--- config.mk ---
export PLATFORM = sky130hd
export DESIGN_NAME = alu_issue_stage
export DESIGN_NICKNAME = d
export VERILOG_FILES = /design/src/rtl/alu_issue_stage.sv
export SDC_FILE = /design/constraint.sdc
export NUM_CORES = 1
export LEC_CHECK = 0
export CAP_MARGIN = 10
export CORE_MARGIN = 2
export CORE_UTILIZATION = 30
export CTS_CLUSTER_DIAMETER = 150
export DETAILED_ROUTE_END_ITERATION = 16
export GPL_TIMING_DRIVEN = 1
export PLACE_DENSITY = 0.5
export SLEW_MARGIN = 20
export SYNTH_ARGS = -nofsm -noshare
export SYNTH_HDL_FRONTEND = slang
export SYNTH_SLANG_ARGS = --single-unit
--- constraint.sdc ---
create_clock -name clk -period 13.6 [get_ports clk]
set_input_delay 3.4 -clock clk [delete_from_list [all_inputs] [get_ports clk]]
set_output_delay 3.4 -clock clk [all_outputs]
set_load 0.02 [all_outputs]
--- src/rtl/alu_issue_stage.sv ---
// Issue/operand stage feeding an external combinational ALU: register file with
// distance-1 bypass, an EX register stage, and a result register with valid/ready.
module alu_issue_stage #(
  parameter int DATA_W = 32,
  parameter int NREGS  = 8,
  localparam int AW    = $clog2(NREGS)
) (
  input  logic              clk,
  input  logic              rst,
  input  logic              in_valid,
  output logic              in_ready,
  input  logic [2:0]        in_opcode,
  input  logic [AW-1:0]     in_rs1,
  input  logic [AW-1:0]     in_rs2,
  input  logic [AW-1:0]     in_rd,
  input  logic              wr_en,
  input  logic [AW-1:0]     wr_addr,
  input  logic [DATA_W-1:0] wr_data,
  output logic [DATA_W-1:0] alu_a,
  output logic [DATA_W-1:0] alu_b,
  output logic [2:0]        alu_opcode,
  input  logic [DATA_W-1:0] alu_result,
  input  logic              alu_zero,
  output logic              res_valid,
  input  logic              res_ready,
  output logic [DATA_W-1:0] res_data,
  output logic              res_zero,
  output logic [AW-1:0]     res_rd
);

  // Handshakes: a transfer happens on a rising edge where valid && ready.
  // in_ready never depends on in_valid; res_* hold while res_valid && !res_ready.

  logic [DATA_W-1:0] rf [NREGS];
  logic              ex_valid;
  logic [AW-1:0]     ex_rd;
  logic              ex_adv;
  logic              accept;
  logic [DATA_W-1:0] op_a;
  logic [DATA_W-1:0] op_b;

  assign ex_adv   = ex_valid && (!res_valid || res_ready);
  assign in_ready = !ex_valid || ex_adv;
  assign accept   = in_valid && in_ready;

  // Bypass only when the EX result is actually retiring this cycle; a nonzero
  // source index matching ex_rd implies ex_rd is nonzero.
  always_comb begin
    op_a = rf[in_rs1];
    if (in_rs1 == '0)
      op_a = '0;
    else if (ex_adv && (ex_rd == in_rs1))
      op_a = alu_result;
  end

  always_comb begin
    op_b = rf[in_rs2];
    if (in_rs2 == '0)
      op_b = '0;
    else if (ex_adv && (ex_rd == in_rs2))
      op_b = alu_result;
  end

  always_ff @(posedge clk or posedge rst) begin
    if (rst) begin
      ex_valid   <= 1'b0;
      ex_rd      <= '0;
      alu_a      <= '0;
      alu_b      <= '0;
      alu_opcode <= '0;
    end else if (accept) begin
      ex_valid   <= 1'b1;
      ex_rd      <= in_rd;
      alu_a      <= op_a;
      alu_b      <= op_b;
      alu_opcode <= in_opcode;
    end else if (ex_adv) begin
      ex_valid <= 1'b0;
    end
  end

  always_ff @(posedge clk or posedge rst) begin
    if (rst) begin
      res_valid <= 1'b0;
      res_data  <= '0;
      res_zero  <= 1'b0;
      res_rd    <= '0;
    end else if (ex_adv) begin
      res_valid <= 1'b1;
      res_data  <= alu_result;
      res_zero  <= alu_zero;
      res_rd    <= ex_rd;
    end else if (res_ready) begin
      res_valid <= 1'b0;
    end
  end

  // The EX writeback is assigned last so it wins over an external write to the same register.
  always_ff @(posedge clk or posedge rst) begin
    if (rst) begin
      for (int i = 0; i < NREGS; i++) rf[i] <= '0;
    end else begin
      if (wr_en && (wr_addr != '0))
        rf[wr_addr] <= wr_data;
      if (ex_adv && (ex_rd != '0))
        rf[ex_rd] <= alu_result;
    end
  end

endmodule

Word level (Yosys, flattened, before mapping)
Cells that the tools add are included.
- reductions and logical operators: 18
- bitwise logic cells: 4
- muxes and demuxes: 22
- magnitude comparators: 6
- equal/unequal tests: 2
- operators by type and width (cell ; number):
    256-bit bitwise mux ; 2
    256-bit 2-to-1 mux ; 2
    32-bit 2-to-1 mux ; 10
    32-bit binary-select mux with 3-bit select ; 2
    32-bit demux with 3-bit select ; 2
    4-bit >= comparator, second input constant ; 4
    3-bit NOT with 4-bit output ; 4
    1-bit logical AND ; 8
    4-bit by 1-bit less-than comparator with 1-bit output, second input constant ; 2
    3-bit == test ; 2
    3-bit logical NOT ; 2
    3-bit nonzero test ; 2
    1-bit 2-to-1 mux ; 4
    2-bit nonzero test ; 2
    1-bit logical NOT ; 2
    1-bit logical OR ; 2
- bits of input ports: 85
- register bits: 364
- logic and storage cells: 69
- output and inout bits: 105

Depth between registers and ports, before layout
- depth in word-level cells: 9
- mapped depth: 8
- depth with buffers taken out: 4

Worst setup path before layout
No wires, ideal clock.
- kind: input-to-output
- start point: in res_ready
- end point: out in_ready
- stages: 1
- slack: 6.615 ns
- path buffers: 0
- arrival time: 3.585 ns
- required time: 10.200 ns
- path through: nand3b_4
- cells in the longest elaborated chain, start to end: 3
- RTL lines (what ; RTL line ; source):
    from (decl) ; 25 ; input logic res_ready,
    1-bit logical OR ; 42 ; assign ex_adv = ex_valid && (!res_valid || res_ready);
    1-bit logical AND ; 42 ;
    1-bit logical OR ; 43 ; assign in_ready = !ex_valid || ex_adv;
    to (decl) ; 11 ; output logic in_ready,
No other way between the ends.

Final worst setup path
Same ends and word-level chain as after synthesis.

==> summary.txt <==
Power and ir drop
  – Switching Fraction: 34.0%
  – Cell-internal power: 2.51 mW
  – Part of the power in combinational logic: 29.9%
  – LEAKAGE: 9.67 nW
  – Power density cells: approximately 170 nW/µm²
  – Power Total: 3.80 mW
  – Switching component of the power: 1.29 mW
  – Clock share of power: between 20% and 30%
  – Peak supply drop: slightly above 0.00007 V
  – Sequential power share: 41.2%

STA
  – Slew at the pin with the worst max-slew slack: ~0.99 ns
  – Final setup violation count: 0
  – Setup tns final: 0 ns
  – Minimum setup slack in the final design: about 5.5 ns
  – Min cycle time layout: approximately 8.1 ns
  – Final Max Tran Viols: 0
  – Worst slew slack as a fraction of its limit: between 30% and 40%
  – RSZ-0062 raised after global routing: no
  – Fin crit share: about three fifths
  – Peak Freq: 123 MHz
  – Worst clock skew: 0.0184 ns
  – Hold Vio Cnt, Final: 0
  – Worst hold slack across all endpoints: between 0.4 and 0.5 ns

Layout
  – FILL cells: 6,331
  – Post-layout instance area: around 22,000 µm²
  – Nets@finish: 2,152
  – Share of post-route cells with drive strength above 1: under 10%
  – Area grow syn2layout: 18.9%
  – Final core utilization: 36.1%
  – Non-Filler Instances: 2,932

Synthesis
  – Warnings from Yosys: 0
  – Primary FF master, synth: sky130_fd_sc_hd__dfrtp_1
  – Fraction of the mapped netlist area in adder cells: 0%
  – XOR/XNOR Fraction of Synth Area: 0.320%
  – Async set or reset register ratio after synthesis: 100%
  – Area fraction in compound gates after synthesis: 20.8%
  – Number of register bits inferred by synthesis: 332
  – Mapped Area: 18,700 µm²
  – Largest family of logic cells by synthesized area: compound AO/OA/AOI/OAI gates
  – Multiplexer fraction of the synthesized cell area: approximately 16%
  – Simple-gate share of the synthesized area: 11.3%
  – Number of enable flip-flop cells after synthesis: 0
  – Avg Cell Area, Syn: 9.25 µm²
  – Fraction of the yosys area taken by sequential cells: 44.3%
  – Synth unique cells: 50
  – Mapped Cells: just over 2,000
  – Syn_nets: ~2,100

Placement
  – Post-detailed-placement half-perimeter wirelength: 37,100 µm
  – Routability Congestion: 0.776
  – Post-placement cell count: ~2,900
  – IO buf count: 189
  – Placement Cell Area: ~21,000 µm²
  – Worst-case setup slack after placement: around 5.5 ns

Routing
  – Antenna violation net count after detailed routing: 0
  – Total detailed-routing wirelength: 65,600 µm
  – First-pass DRT Iterations: 6
  – Iter 0 DRT Violations: 924
  – Number of vias after detailed routing: ~16,000
  – Remaining routing DRC violations: 0
  – Per-cell via count in the routed design: about 5.4
  – Wire length per cell after detailed routing: around 22 µm

Setup path
  – Worst r2r src: ex_valid$_DFFE_PP0P_
  – Startpoint type of the worst setup path: primary input
  – Critical R2R Capture: alu_b[11]$_DFFE_PP0P_
  – R2R setup slack: approximately 11 ns
  – Worst setup path class: primary input to output port
  – Worst Path Required: approximately 10 ns
  – Crit end category: output port
  – Biggest fanout along the worst timing path: 5
  – Data arrival time of the critical path: around 4.7 ns
  – Cell count of the worst reg-to-reg path: 5

Clocking
  – Max clock buf depth: 3
  – Clock Tree Root: sky130_fd_sc_hd__clkbuf_16
  – CTS clk-pin slew, worst paths: 0.06 ns
  – Post-cts repair resize count: 0
  – Num CTS Buffers: 40
  – Number of buffers inserted by post-CTS setup repair: 0
  – TritonCTS sink count: roughly 330
  – Clock tree from TritonCTS: done
  – Worst-Skew Late Latency: 0.57 ns
  – H-tree level count: 2
  – Total of hold buffers inserted after clock tree synthesis: 0

Global routing
  – Gr ovfl total: 0
  – Total routing resource utilization after global routing: slightly above 20%
  – Vias in the first global route: approximately 16,000
  – Global-route wire length before repair: between 100,000 and 150,000 µm
  – Number of antenna violations at the first check in global routing: 6
  – Maximum number of pins on one net before global-route repair: 148

Floorplanning
  – Die area: 64,500 µm²
  – Starting utilization of the core area: 30.4%
  – Chip height: 254 µm
  – Die span in x: 254 µm
  – Core region area: between 60,000 and 70,000 µm²
  – Number of top-level design ports: 190
  – Std cell rows: 91

Outcome
  – Run status: finished clean

Min path
  – Type of the tightest min-delay check: register to register
  – Hold path startpoint: res_data[28]$_DFFE_PP0P_
  – Hold Crit Endpoint: res_data[28]$_DFFE_PP0P_
  – Cell count of the worst hold path: 2

Job
  – Max cap viols: 0
logic make-up (layout without fill, tap and decap cells):
group | after synthesis | count (layout)
XOR/XNOR | 6 | 6
AO/OA/AOI/OAI | 584 | 584
other | 0 | 1
multiplexers | 292 | 292
flip-flops | 332 | 332
buffers and inverters | 316 | 383
AND/OR/NAND/NOR | 497 | 497
registers in the layout, indices dropped and copies added, names as in the netlist:
register,count
res_rd,3
ex_valid,1
res_valid,1
alu_opcode,3
res_data,32
alu_a,32
alu_b,32
res_zero,1
ex_rd,3
rf,224
layout by cell type, fill, tap and decap left out, drive strengths merged, types with 2 or more instances in the layout:
master         count
clkbuf            57
nand3             30
mux2i            278
xnor2              6
nor4b              3
a21oi            129
nand4bb            3
nand4              7
nand2            236
bufinv             3
buf               32
dfrtp            332
o22ai             64
and4               2
mux2              14
clkinv             6
o221a             10
o211ai             3
clkdlybuf4s50    183
o221ai           112
a31oi            101
o22a              14
nand3b             2
nand4b             3
nor2             195
inv               99
o21ai            140
nand2b             7
and2               2
clkinvlp           3
a2bb2oi            3
nor4bb             2
worst max-delay path, stage by stage:
cell,delay [ns]
sky130_fd_sc_hd__clkdlybuf4s50_1,0.49
sky130_fd_sc_hd__nand3b_4,0.17
sky130_fd_sc_hd__clkdlybuf4s50_1,0.63
power groups by stage:
stage                     Clock [mW]  Sequential [mW]  Combinational [mW]
after floorplan                    0             1.60               0.700
after global placement             0             1.56                1.12
after detailed placement           0             1.58                1.15
after CTS                       1.13             1.56                1.15
after global routing            1.17             1.61                1.27
final                           1.10             1.57                1.14
Yosys cell counts (all sizes together), types with 2 or more instances:
master,count,area share (%)
buf,147,4.2
nand2b,7,0.23
nand4,7,0.23
a21oi,129,3.4
o22a,14,0.65
o21ai,140,3.7
xnor2,6,0.32
nand3b,2,0.15
o221ai,112,6.2
nand2,236,4.7
nand3,30,0.87
a2bb2oi,3,0.14
nand4bb,3,0.18
and2,2,0.067
o22ai,64,2.1
and4,2,0.11
o211ai,3,0.12
nor4bb,2,0.11
inv,99,2.0
mux2i,278,15
a31oi,101,3.4
dfrtp,332,44
o221a,10,0.60
nand4b,3,0.14
mux2,14,0.84
nor4b,3,0.38
nor2,195,3.9
clkbuf,70,1.4
cell type report:
class	count	area, µm²	share of cell area [%]
clock inverters	12	143	0.640
repair buffers	215	2090	9.39
well taps	837	1050	4.70
diodes	1	2.50	0.0112
multi-input cells	1379	9130	41.0
clock buffers	57	1180	5.28
flip-flops and latches	332	8310	37.3
inverters	99	379	1.70
per-layer routing:
layer	track usage [%]	wire, µm	up-vias
met5	0	65	-
met4	6.22	1670	10
met3	3.89	3840	113
met2	33.7	30900	462
met1	26.8	29200	7808
li1	-	-	7353
how the worst max path moves through the flow:
stage	startpoint	endpoint	slack, ns
global route	res_ready	in_ready	5.46
CTS	res_ready	in_ready	5.49
detailed placement	res_ready	in_ready	5.49
finish	res_ready	in_ready	5.50
global placement	res_ready	in_ready	5.51
floorplan	rst	alu_a[0]$_DFFE_PP0P_	1.00
(Power assumes the default switching activity.)
